[config.mk]
export PLATFORM = sky130hd
export DESIGN_NAME = hf_trans_sched
export DESIGN_NICKNAME = d
export VERILOG_FILES = /design/src/rtl/hf_trans_pkg.sv /design/src/rtl/hf_onehot_chk.sv /design/src/rtl/hf_trans_sched.sv
export SDC_FILE = /design/constraint.sdc
export NUM_CORES = 1
export LEC_CHECK = 0
export CAP_MARGIN = 25
export CORE_ASPECT_RATIO = 1.75
export CORE_MARGIN = 1
export CORE_UTILIZATION = 62
export CTS_CLUSTER_SIZE = 20
export DETAILED_ROUTE_END_ITERATION = 6
export PLACE_DENSITY = 0.8
export SETUP_SLACK_MARGIN = 0.15
export SYNTH_ARGS = -nofsm -noshare
export SYNTH_HDL_FRONTEND = slang
export SYNTH_SLANG_ARGS = --single-unit
[constraint.sdc]
create_clock -name CLK -period 4.8 [get_ports CLK]
set_input_delay 0.48 -clock CLK [delete_from_list [all_inputs] [get_ports CLK]]
set_output_delay 0.48 -clock CLK [all_outputs]
set_load 0.05 [all_outputs]
[src/rtl/hf_trans_pkg.sv]
// Shared slot-word layout and sequencer state encoding for the hyperfabric
// transport schedule sequencer.
package hf_trans_pkg;

  localparam int SLOT_W   = 32;
  localparam int ISEL_LSB = 0;
  localparam int OSEL_LSB = 16;
  localparam int SEL_W    = 16;

  typedef enum logic [1:0] {
    IDLE  = 2'd0,
    RUN   = 2'd1,
    DRAIN = 2'd2
  } state_e;

endpackage

[src/rtl/hf_onehot_chk.sv]
// 8-bit zero-or-one-hot detector used on each isel half when
// TRANS_SCHED_CONFLICT_CHK_EN is defined.
module hf_onehot_chk (
  input  logic [7:0] vec,
  output logic       ok
);

  // Clearing the lowest set bit leaves zero only for zero or one-hot input.
  assign ok = ((vec & (vec - 8'd1)) == 8'd0);

endmodule

[src/rtl/hf_trans_sched.sv]
// Schedule sequencer driving trans_core select lines; osel lags isel by one slot.
// Optional macro TRANS_SCHED_CONFLICT_CHK_EN enables isel half one-hot checking.
module hf_trans_sched
  import hf_trans_pkg::*;
#(
  parameter int DEPTH = 16,
  parameter int AW    = 4
) (
  input  logic              CLK,
  input  logic              RST,
  input  logic              wr_en,
  input  logic [AW-1:0]     wr_addr,
  input  logic [SLOT_W-1:0] wr_data,
  input  logic              start,
  input  logic              stop,
  input  logic              loop,
  input  logic [AW:0]       len,
  output logic [SEL_W-1:0]  isel,
  output logic [SEL_W-1:0]  osel,
  output logic              busy,
  output logic              done,
  output logic              err
);

  localparam logic [AW:0] DEPTH_W = (AW+1)'(DEPTH);
  localparam logic [AW:0] ONE_W   = (AW+1)'(1);
  localparam logic [AW:0] ZERO_W  = {(AW+1){1'b0}};

  logic [SLOT_W-1:0] slot_mem [DEPTH];
  state_e            state;
  logic [AW:0]       ptr;
  logic [AW:0]       len_l;
  logic              loop_l;
  logic [SEL_W-1:0]  osel_d;

  logic [AW:0]       len_clamp;
  logic [AW-1:0]     rd_idx;
  logic [SLOT_W-1:0] rd_word;
  logic [SEL_W-1:0]  raw_isel;
  logic [SEL_W-1:0]  rd_osel;
  logic [SEL_W-1:0]  load_isel;
  logic              conflict;
  logic [AW:0]       start_ptr;
  logic [AW:0]       next_ptr;
  logic              pass_end;

  // Slot table; a write and a read of the same slot on one edge yields the old word.
  always_ff @(posedge CLK) begin
    if (!RST) begin
      for (int i = 0; i < DEPTH; i++) begin
        slot_mem[i] <= {SLOT_W{1'b0}};
      end
    end else if (wr_en) begin
      slot_mem[wr_addr] <= wr_data;
    end
  end

  // Read side: slot 0 while idle, otherwise the pass pointer.
  always_comb begin
    if (len > DEPTH_W) begin
      len_clamp = DEPTH_W;
    end else begin
      len_clamp = len;
    end
    if (state == RUN) begin
      rd_idx = ptr[AW-1:0];
    end else begin
      rd_idx = {AW{1'b0}};
    end
    rd_word  = slot_mem[rd_idx];
    raw_isel = rd_word[ISEL_LSB +: SEL_W];
    rd_osel  = rd_word[OSEL_LSB +: SEL_W];
  end

  // Pointer sequencing; a single-slot looping pass must keep re-reading slot 0.
  always_comb begin
    if (loop && (len_clamp == ONE_W)) begin
      start_ptr = ZERO_W;
    end else begin
      start_ptr = ONE_W;
    end
    if (loop_l && (ptr == (len_l - ONE_W))) begin
      next_ptr = ZERO_W;
    end else begin
      next_ptr = ptr + ONE_W;
    end
    pass_end = (ptr == len_l) && !loop_l;
  end

`ifdef TRANS_SCHED_CONFLICT_CHK_EN
  logic lo_ok;
  logic hi_ok;

  hf_onehot_chk u_chk_lo (.vec(raw_isel[7:0]),  .ok(lo_ok));
  hf_onehot_chk u_chk_hi (.vec(raw_isel[15:8]), .ok(hi_ok));

  // Offending halves are blanked so the crossbar never sees a multi-source select.
  always_comb begin
    load_isel[7:0]  = lo_ok ? raw_isel[7:0]  : 8'h00;
    load_isel[15:8] = hi_ok ? raw_isel[15:8] : 8'h00;
    conflict        = !(lo_ok && hi_ok);
  end
`else
  assign load_isel = raw_isel;
  assign conflict  = 1'b0;
`endif

  // Sequencer FSM and registered select outputs; busy trails state by one cycle.
  always_ff @(posedge CLK) begin
    if (!RST) begin
      state  <= IDLE;
      ptr    <= ZERO_W;
      len_l  <= ZERO_W;
      loop_l <= 1'b0;
      osel_d <= {SEL_W{1'b0}};
      isel   <= {SEL_W{1'b0}};
      osel   <= {SEL_W{1'b0}};
      busy   <= 1'b0;
      done   <= 1'b0;
      err    <= 1'b0;
    end else begin
      done <= 1'b0;
      busy <= (state != IDLE);
      case (state)
        IDLE: begin
          if (start && !stop) begin
            if (len == ZERO_W) begin
              done <= 1'b1;
            end else begin
              len_l  <= len_clamp;
              loop_l <= loop;
              isel   <= load_isel;
              osel_d <= rd_osel;
              ptr    <= start_ptr;
              err    <= conflict;
              state  <= RUN;
            end
          end
        end
        RUN: begin
          osel <= osel_d;
          if (pass_end || stop) begin
            isel   <= {SEL_W{1'b0}};
            osel_d <= {SEL_W{1'b0}};
            ptr    <= ZERO_W;
            state  <= DRAIN;
          end else begin
            isel   <= load_isel;
            osel_d <= rd_osel;
            ptr    <= next_ptr;
            err    <= err | conflict;
          end
        end
        DRAIN: begin
          osel  <= osel_d;
          done  <= 1'b1;
          state <= IDLE;
        end
        default: begin
          state <= IDLE;
        end
      endcase
    end
  end

endmodule

-- Yosys cells after proc, flatten, opt, wreduce, memory -nomap -nowiden
Memories as Yosys holds them, arrays and structs flattened.
Cells that the tools add are included.
- RAM bits: 512
- register bits: 63
- input bits: 47
- word-level logic and storage cells: 68
- memories: 1
- memories (name ; depth ; width ; read ports ; clocked after Yosys merged registers in ; write ports ; RTL line ; source):
    slot_mem ; 16 ; 32 ; 1 ; 0 ; 16 ; hf_trans_sched.sv:29 ; logic [SLOT_W-1:0] slot_mem [DEPTH];
- equality and inequality tests: 8
- bitwise logic cells: 1
- reductions and logical operators: 16
- mux-type cells: 30
- add/sub/neg operators: 2
- magnitude comparators: 1
- operators with widths (kind ; number):
    $mux W16 ; 6
    $pmux W16 S2 ; 2
    $mux W32 ; 1
    $reduce_or A32 Y1 ; 1
    $mux W5 ; 5
    $eq A5 B5 Y1 ; 2
    $pmux W5 S2 ; 1
    $reduce_and A3 Y1 ; 3
    $mux W1 ; 8
    $mux W4 ; 2
    $mux W2 ; 3
    $add A5 B1 Y5 const B ; 1
    $eq A5 B1 Y1 const B ; 1
    $gt A5 B5 Y1 const B ; 1
    $logic_not A5 Y1 ; 1
    $sub A5 B1 Y5 const B ; 1
    $logic_and A1 B1 Y1 ; 4
    $ne A2 B2 Y1 const B ; 2
    $pmux W2 S2 ; 1
    $reduce_bool A2 Y1 ; 2
    $eq A2 B1 Y1 const B ; 1
    $eq A2 B2 Y1 const B ; 1
    $logic_not A1 Y1 ; 2
    $logic_not A2 Y1 ; 1
    5 further kinds ; 5

-- Depth between registers and ports, before layout
Gate-level depths: netlist of run 1.
- depth after elaboration: 8
- mapped depth: 11

-- Worst setup path after synthesis of run 1
OpenSTA, ideal clock, no wires.
- kind: input -> register
- start point: input wr_addr[1]
- end point: memory slot_mem[12][0], enable pin
- stages: 3
- setup time: 0.466 ns
- buffers on the path: 1
- setup slack: 1.024 ns
- arrival: 3.310 ns
- data required time: 4.334 ns
- path through: or3_1 clkbuf_1 o21ai_0
- RTL lines (what ; RTL line ; source):
    from (decl) ; hf_trans_sched.sv:12 ; input logic [AW-1:0] wr_addr,
    to (decl) ; hf_trans_sched.sv:29 ;

-- Worst setup path after layout of run 1
- start point: register ptr[0]
- end point: register isel[14]
- word-level cells in the longest chain between the ends: 5
- RTL lines (what ; RTL line ; source):
    from (decl) ; hf_trans_sched.sv:31 ; logic [AW:0] ptr;
    from (signal assigned) ; hf_trans_sched.sv:134 ; ptr <= start_ptr;
    from (signal assigned) ; hf_trans_sched.sv:150 ; ptr <= next_ptr;
    $mux W4 / $eq A5 B5 Y1 (equally long branches) ; hf_trans_sched.sv:65, hf_trans_sched.sv:87 ;
    $mem_v2 Z16 W32 / $logic_and A1 B1 Y1 (equally long branches) ; n/a ;
    $mux W16 / $logic_or A1 B1 Y1 (equally long branches) ; hf_trans_sched.sv:127, hf_trans_sched.sv:142 ;
    $mux W16, on equally long branches ; hf_trans_sched.sv:126, hf_trans_sched.sv:142 ;
    $pmux W16 S2 (*) ; hf_trans_sched.sv:124 ; case (state)
    to (signal assigned) ; hf_trans_sched.sv:132 ; isel <= load_isel;
    to (signal assigned) ; hf_trans_sched.sv:143 ; isel <= {SEL_W{1'b0}};
    to (signal assigned) ; hf_trans_sched.sv:148 ; isel <= load_isel;
    to (decl) ; hf_trans_sched.sv:18 ; output logic [SEL_W-1:0] isel,
Every way passes the cells marked *; elsewhere a longest branch is shown, timed or not. The select of a mux whose other input is x is not followed.
A chain may end at the register's enable or synchronous reset.

==> flow_summary.yaml, run 1 <==
cts:
  ctsResizeCount: 0
  clockRootBuffer: "clkbuf_16"
  holdBufCountCts: 0
  cts_buffer_depth: 3
  cts_buffers: 47
  postCtsSetupRepairBufs: 0
  cts_tree: "built"
  cts_sinks: 575
  clk_latency_ns: 0.57
  path_clk_slew_ns: 0.07
  htree_levels: 2
sta:
  slew_violations: 0
  period_share_pct: 67.4
  rsz0062_at_grt: "no"
  fin_ws_ns: 1.56
  post-route-min-period_ns: 3.24
  finClkSkew_ns: 0.0131
  tns_ns: 0
  maxSlewHeadroom_pct: 31.4
  finalSetupViolations: 0
  tightestPinTransition_ns: 1.03
  hold_slack_ns: 0.481
  hold_viol: 0
  fmax_mhz: 309
drt:
  post-route-drc-count: 0
  avgViaCountPerCell: 6.44
  post_drt_wl_per_cell_um: 25.0
  drt_wl_total_mm: 68.0
  vias: 17500
  drt_pass1_iterations: 6
  dr.first_iter.drc_count: 2044
  ant_nets: 0
grt:
  gr-total-overflow: 0
  grt_usage_pct: 32.0
  antenna_found_initial: 1
  grt_pass1_wl_mm: 101
  grt_max_degree: 138
  grt_pass1_vias: 17800
floorplanning:
  core_area_mm2: 0.0417
  io_pins: 82
  design.die.area_mm2: 0.0431
  start_util_pct: 62.8
  rows: 99
  die_height_um: 274
  fp.dieW_um: 157
cells_and_area:
  n_antenna_cell: 0
  layout-drive-gt1-share_pct: 9.27
  syn2layout_area_growth_pct: 11.4
  nets: 2188
synthesis:
  yosysUniqueCellTypes: 52
  synth_ff_type: "edfxtp_1"
  synth_top_family_by_area: "simple AND/OR/NAND/NOR gates"
  synth_seq_cells: 575
  synthCells: 2151
  synth_compound_area_share_pct: 9.52
  synth_mux_area_share_pct: 5.98
  yosys.area_share.adder_pct: 0.286
  synthXorXnorAreaFrac_pct: 0.200
  syn_avg_cell_area_um2: 12.2
  synthesis.area_mm2: 0.0262
  synth_nets: 2204
  yosys.area_share.simple_pct: 17.3
  synth-seq-area-share_pct: 63.4
  synth_edf_count: 512
  synthArstFlopShare_pct: 0
  yosys_warnings: 0
hold_path:
  hold_depth: 1
  hold_path_class: "reg -> reg"
power:
  power.leakage_uw: 0.00981
  power_density_mw_per_mm2: 364
  worst_ir_drop_vdd_mv: 0.245
run_status:
  status: "finished clean"
worst_setup_path:
  path_cells: "inv_2 -> or3_1 -> o21ai_0 -> a221oi_1 -> a311o_1 -> a32o_1"
  worst-endpoint-arrival_ns: 3.70
  cpPeakStageDelay_ns: 0.98
  crit_required_ns: 5.26
  critPathSlowestCell: "dfxtp_4"
  endpoint_kind: "register"
  start_kind: "register"
  path_max_fanout: 67
  critPathKind: "reg -> reg"
  r2r_cells: 6
job:
  drv_cap: 0
placed_design:
  dp_slack_ns: 1.29
  portBuffers: 80
  hpwlAfterDp_mm: 39.6
  place.gp.congestion: 0.893
==> sequential cells by signal, indices dropped and copies added (netlist names) <==
name / count
isel: 16
done: 1
osel_d: 16
slot_mem: 512
ptr: 5
state: 2
busy: 1
loop_l: 1
len_l: 5
osel: 16
==> cells in the mapped netlist, drive strengths merged (31+ instances only) <==
cell | instances | share of area [%]
a21oi | 70 | 1.3
a31oi | 34 | 0.81
a32o | 32 | 1.2
and2 | 515 | 12
buf | 48 | 0.94
clkbuf | 147 | 2.1
dfxtp | 63 | 4.8
edfxtp | 512 | 59
mux2i | 114 | 4.4
nand2 | 104 | 1.5
nor2 | 131 | 1.9
nor3 | 39 | 0.74
o21ai | 50 | 0.97
o22a | 31 | 1.0
o22ai | 156 | 3.7
==> metal layers <==
metal | GRT usage [%] | vias up | share of wire [%]
met5 | 0 | - | 0.019
met4 | 15.2 | 2 | 3.9
met3 | 4.68 | 199 | 9.1
met2 | 56.3 | 1012 | 52
met1 | 38.3 | 8595 | 35
li1 | - | 7721 | -
==> power by group <==
group	switching (uW)	internal (uW)	total [uW]
Combinational	577	304	882
Sequential	118	5710	5830
Clock	1730	2200	3930
==> cell families after synthesis <==
logic type | Yosys count
compound gates | 383
xor+xnor | 6
fa+ha+maj | 6
buf+inv | 206
flops | 575
mux | 148
other cells | 1
simple gates | 826
==> per-stage QoR <==
step | area (um^2) | utilization [%] | power (uW) | std cells
6_report | 29200 | 70.0 | 10600 | 2724
5_1_grt | 29200 | 70.0 | 10900 | 2724
4_1_cts | 29200 | 69.9 | 10600 | 2723
3_5_place_dp | 27600 | 66.2 | 6800 | 2640
3_3_place_gp | 27500 | 65.9 | 6750 | 2634
2_1_floorplan | 26200 | - | 6450 | 2151
==> path summary, 6_finish.rpt <==
kind / startpoint / end / slack [ns]
setup / recovery: ptr[0] / isel[14] / 1.56
hold / removal: osel_d[9] / osel_d[9] / 0.48
setup reg to reg: ptr[0] / isel[14] / 1.56
hold reg to reg: osel_d[9] / osel_d[9] / 0.48
==> critical path, delay by kind of cell, from the launching register on <==
kind,cells,cell delay [ns]
AOI/OAI and AO/OA,4,0.91
buffers and inverters,1,0.65
DFF,1,0.98
and+or+nand+nor,1,0.54
==> area by class of cell <==
class | instances | area [um^2]
flip-flops and latches | 575 | 16600
fillers | 2795 | 12500
multi-input cells | 1370 | 8960
repair buffers | 130 | 1330
clock buffers | 60 | 1280
well taps | 555 | 694
clock inverters | 23 | 267
inverters | 11 | 42.5
==> cell usage in the layout (no fill, tap or decap), types with 35 or more instances in the layout <==
cell / n
nor3_1: 35
nor2_1: 118
clkbuf_16: 49
o22ai_1: 156
clkdlybuf4s50_1: 79
and2_1: 513
nand2_1: 103
mux2i_1: 114
dfxtp_1: 60
edfxtp_1: 512
a21oi_1: 70
buf_4: 40
(Power assumes the default switching activity.)
==> run 2: changes to the inputs <==
Clock period 4.8 ns to 3.4 ns, I/O delays scaled along.
==> flow_summary.yaml, run 2 (same netlist as run 1, synthesis figures left out) <==
run_status:
  status: "finished clean"
drt:
  drt_wl_total_mm: 66.4
  ant_nets: 0
  wl_met2_mm: 33.5
  post_drt_wl_per_cell_um: 24.2
  dr.first_iter.drc_count: 1839
  met1Wirelength_mm: 24.1
  vias: 17600
  avgViaCountPerCell: 6.40
  post-route-drc-count: 0
  drt_pass1_iterations: 5
  met3_length_mm: 5.57
  topRoutingLayerUsed: "met4"
placed_design:
  place.gp.congestion: 0.842
  hpwlAfterDp_mm: 41.3
  place_area_mm2: 0.0277
  portBuffers: 80
worst_setup_path:
  worst-path-stages: 9
  cpPeakStageDelay_ns: 0.53
  endpoint: "osel_d[14]"
  regToRegSetupSlack_ns: 0.71
  critPathKind: "reg -> reg"
  reg2reg_from: "state[1]"
  worst-endpoint-arrival_ns: 3.15
  r2r_cells: 9
  critPathLaunch: "state[1]"
  start_kind: "register"
  critPathTopFamily: "buffers and inverters"
  path_max_fanout: 45
  path_cells: "inv_1 -> ha_2 -> buf_4 -> and2_1 -> nand2b_1 -> buf_4 -> a21oi_1 -> a31oi_1 -> a32o_1"
  worstReg2RegEnd: "osel_d[14]"
  cp_num_buf_inv: 3
  critPathSlowestCell: "buf_4"
  critPathMostFrequentCell: "buf_4"
  crit_required_ns: 3.86
  endpoint_kind: "register"
floorplanning:
  core_area_mm2: 0.0417
  fp.dieW_um: 157
  die_height_um: 274
  design.die.area_mm2: 0.0431
  io_pins: 82
  rows: 99
  start_util_pct: 62.8
cts:
  cts_buffers: 49
  cts_buffer_depth: 3
  clk_latency_ns: 0.59
  htree_levels: 2
  ctsResizeCount: 0
  cts_tree: "built"
  cts_sinks: 575
  clockRootBuffer: "clkbuf_16"
  postCtsSetupRepairBufs: 0
  holdBufCountCts: 0
  path_clk_slew_ns: 0.07
sta:
  maxSlewHeadroom_pct: 33.9
  fmax_mhz: 372
  finalSetupViolations: 0
  slew_violations: 0
  period_share_pct: 79.1
  finClkSkew_ns: 0.0138
  tns_ns: 0
  tightestPinTransition_ns: 0.992
  hold_viol: 0
  post-route-min-period_ns: 2.69
  rsz0062_at_grt: "no"
cells_and_area:
  mostFrequentLayoutCell: "and2_1"
  nets: 2200
  largest_reg_flops: 512
  layout-drive-gt1-share_pct: 9.78
  final_util_pct: 70.2
  postLayoutCellArea_mm2: 0.0293
  syn2layout_area_growth_pct: 11.8
  mostFrequentLayoutCells: "and2_1, edfxtp_1, o22ai_1"
  n_antenna_cell: 0
  largest-register: "slot_mem"
job:
  drv_cap: 0
power:
  finalPower_uw: 15000
  power.leakage_uw: 0.00987
  worst_ir_drop_vdd_mv: 0.323
  power_density_mw_per_mm2: 512
hold_path:
  hold_path_class: "in -> reg"
  min_from: "RST"
grt:
  grt_max_degree: 84
  grt_pass1_vias: 17500
  antenna_found_initial: 1
  grt_usage_pct: 31.2
  grt_pass1_wl_mm: 100
  gr-total-overflow: 0
## run 2: cell types whose count changed in the layout (fill, tap and decap cells not counted), sizes merged
cell,delta
bufinv,-3
clkinvlp,-1
buf,+10
inv,+1
clkbuf,+3
clkinv,+9
## run 2: per-stage QoR
step	hold WS, ns	setup slack [ns]	instances
3_3_place_gp	0.454	0.383	2645
4_1_cts	0.0816	0.778	2742
3_5_place_dp	0.460	0.488	2650
2_1_floorplan	0.442	0.632	2151
5_1_grt	0.0959	0.575	2743
6_report	0.0976	0.711	2743
## run 2: how the worst min path moves through the flow
stage	end	slack (ns)	cells past startpoint
after floorplan	osel_d[0]	0.44	1
after global placement	osel_d[4]	0.45	1
after detailed placement	isel[2]	0.46	1
after CTS	ptr[0]	0.08	3
after global routing	ptr[0]	0.1	3
final	ptr[0]	0.1	3
## run 2: metal layers
metal  vias to the layer above  GRT usage (%)
li1                       7756              -
met1                      8620           38.9
met2                       957           53.8
met3                       226           3.79
met4                         0           14.8
met5                         -              0
## run 2: power by group
group / total, uW / leakage, uW / internal [uW] / switching (uW)
Clock: 5540 / 0.000766 / 3020 / 2520
Combinational: 1250 / 0.00371 / 428 / 819
Sequential: 8220 / 0.00539 / 8070 / 153
## run 2: worst reg2reg max path, cell delays in order (launching register included)
cell      delay [ns]
dfxtp_1         0.33
inv_1           0.10
ha_2            0.24
buf_4           0.53
and2_1          0.26
nand2b_1        0.08
buf_4           0.28
a21oi_1         0.31
a31oi_1         0.13
a32o_1          0.33
## run 2: layout make-up
cell class,instances,area [um^2]
fillers,2773,12400
multi-input cells,1370,8960
flip-flops and latches,575,16600
repair buffers,140,1420
well taps,555,694
clock buffers,63,1340
inverters,11,42.5
clock inverters,29,219
==> run 3: changes to the inputs <==
Clock period 3.4 ns to 2.5 ns, I/O delays scaled along.
==> flow_summary.yaml, run 3 (same netlist as run 1, synthesis figures left out) <==
placed_design:
  dpl.cell_count: 2697
  dp_slack_ns: -0.0766
  portBuffers: 80
  hpwlAfterDp_mm: 46.3
  place.gp.congestion: 0.929
cts:
  htree_levels: 2
  holdBufCountCts: 0
  cts_buffers: 51
  clockRootBuffer: "clkbuf_16"
  cts_sinks: 575
  cts_tree: "built"
  cts_buffer_depth: 3
  path_clk_slew_ns: 0.07
  clk_latency_ns: 0.58
drt:
  avgViaCountPerCell: 6.40
  drt_wl_total_mm: 73.2
  dr.first_iter.drc_count: 1844
  post-route-drc-count: 0
  ant_nets: 0
  drt_pass1_iterations: 6
  post_drt_wl_per_cell_um: 26.1
  vias: 17900
worst_setup_path:
  path_max_fanout: 21
  cpPeakStageDelay_ns: 0.53
  worst-endpoint-arrival_ns: 2.88
  start_kind: "register"
  path_cells: "inv_1 -> ha_4 -> buf_4 -> nand2b_2 -> buf_4 -> o22ai_1 -> nand2_1 -> o21ai_0 -> a31oi_1 -> a32o_1"
  critPathSlowestCell: "a31oi_1"
  cp_num_buf_inv: 3
  regToRegSetupSlack_ns: 0.15
  endpoint_kind: "register"
  critPathMostFrequentCell: "buf_4"
  critPathTopFamily: "compound AO/OA/AOI/OAI gates"
  crit_required_ns: 3.03
  critPathKind: "reg -> reg"
run_status:
  status: "finished clean"
cells_and_area:
  mostFrequentLayoutCells: "and2_1, edfxtp_1, o22ai_1"
  largest-register: "slot_mem"
  mostFrequentLayoutCell: "and2_1"
  fillers: 2772
  nets: 2251
  syn2layout_area_growth_pct: 14.5
  final_util_pct: 71.9
  largest_reg_flops: 512
  fin_cells: 2800
  layout-drive-gt1-share_pct: 12.3
sta:
  rsz0062_at_grt: "yes"
  post-route-min-period_ns: 2.35
  period_share_pct: 94.2
  slew_violations: 0
  hold_slack_ns: 0.328
  fin_ws_ns: 0.146
  hold_viol: 0
  fmax_mhz: 425
  finalSetupViolations: 0
  finClkSkew_ns: 0.00890
  tightestPinTransition_ns: 1.08
  maxSlewHeadroom_pct: 27.7
power:
  worst_ir_drop_vdd_mv: 0.614
  p_int_uw: 16200
  seqPwrFrac_pct: 53.1
  finalPower_uw: 21000
  p_comb_share_pct: 8.8
  power.leakage_uw: 0.0102
  power_density_mw_per_mm2: 701
  p_sw_share_pct: 23.2
  switchingPower_uw: 4880
  pwr-share-clk_pct: 38.1
floorplanning:
  io_pins: 82
  core_area_mm2: 0.0417
  die_height_um: 274
  start_util_pct: 62.8
  rows: 99
  design.die.area_mm2: 0.0431
  fp.dieW_um: 157
hold_path:
  hold_path_class: "in -> reg"
grt:
  gr-total-overflow: 0
  grt_pass1_vias: 18500
  grt_pass1_wl_mm: 110
  grt_usage_pct: 35.1
  antenna_found_initial: 9
  grt_max_degree: 75
job:
  drv_cap: 0
==> run 3: area by class of cell <==
type                       instances  area [um^2]  share of cell area (%)
tap                              555          694                    2.31
clock buffer                      62         1370                    4.56
inverter                          11         42.5                   0.142
sequential                       575        16600                    55.4
multi-input combinational       1370         8970                    29.9
timing repair buffer             189         1960                    6.54
clock inverter                    31          312                    1.04
antenna                            7         17.5                  0.0583
==> run 3: worst min-delay path: stages <==
cell and delay [ns]:
clkdlybuf4s50_1 0.45, nand3b_1 0.10, a21oi_1 0.06
==> run 3: worst paths after layout <==
path / to / depth (start not counted) / startpoint
min: len_l[3] / 3 / len[3]
max reg2reg: isel[11] / 10 / state[1]
min reg2reg: osel_d[1] / 1 / osel_d[1]
max: isel[11] / 10 / state[1]
==> run 3: timing repair <==
action	4_1_cts	5_1_grt
buffers inserted	0	3
pin swaps	0	1
setup endpoints to repair	5	23
gates resized for setup	1	1
==> run 3: power by group through the flow <==
stage	logic, uW	registers (uW)	clock network, uW
after global placement	1770	11300	0
after floorplan	1010	11400	0
final	1850	11200	8010
after CTS	1830	11200	8050
after global routing	1960	11200	8400
after detailed placement	1810	11400	0
==> run 3: per-layer routing <==
| layer | routed length (um) | track usage (%) | up-vias |
|---|---|---|---|
| li1 | - | - | 7885 |
| met4 | 5260 | 25.8 | 0 |
| met3 | 5930 | 5.33 | 274 |
| met5 | 0 | 0 | - |
| met2 | 38000 | 61.0 | 1032 |
| met1 | 24000 | 38.7 | 8731 |
==> run 3: metrics by stage <==
stage / setup TNS (ns) / cell area [um^2]
after floorplan: -16.75 / 26300
after global placement: -0.882 / 28300
after detailed placement: -0.553 / 28300
after CTS: 0 / 30000
after global routing: 0 / 30000
final: 0 / 30000
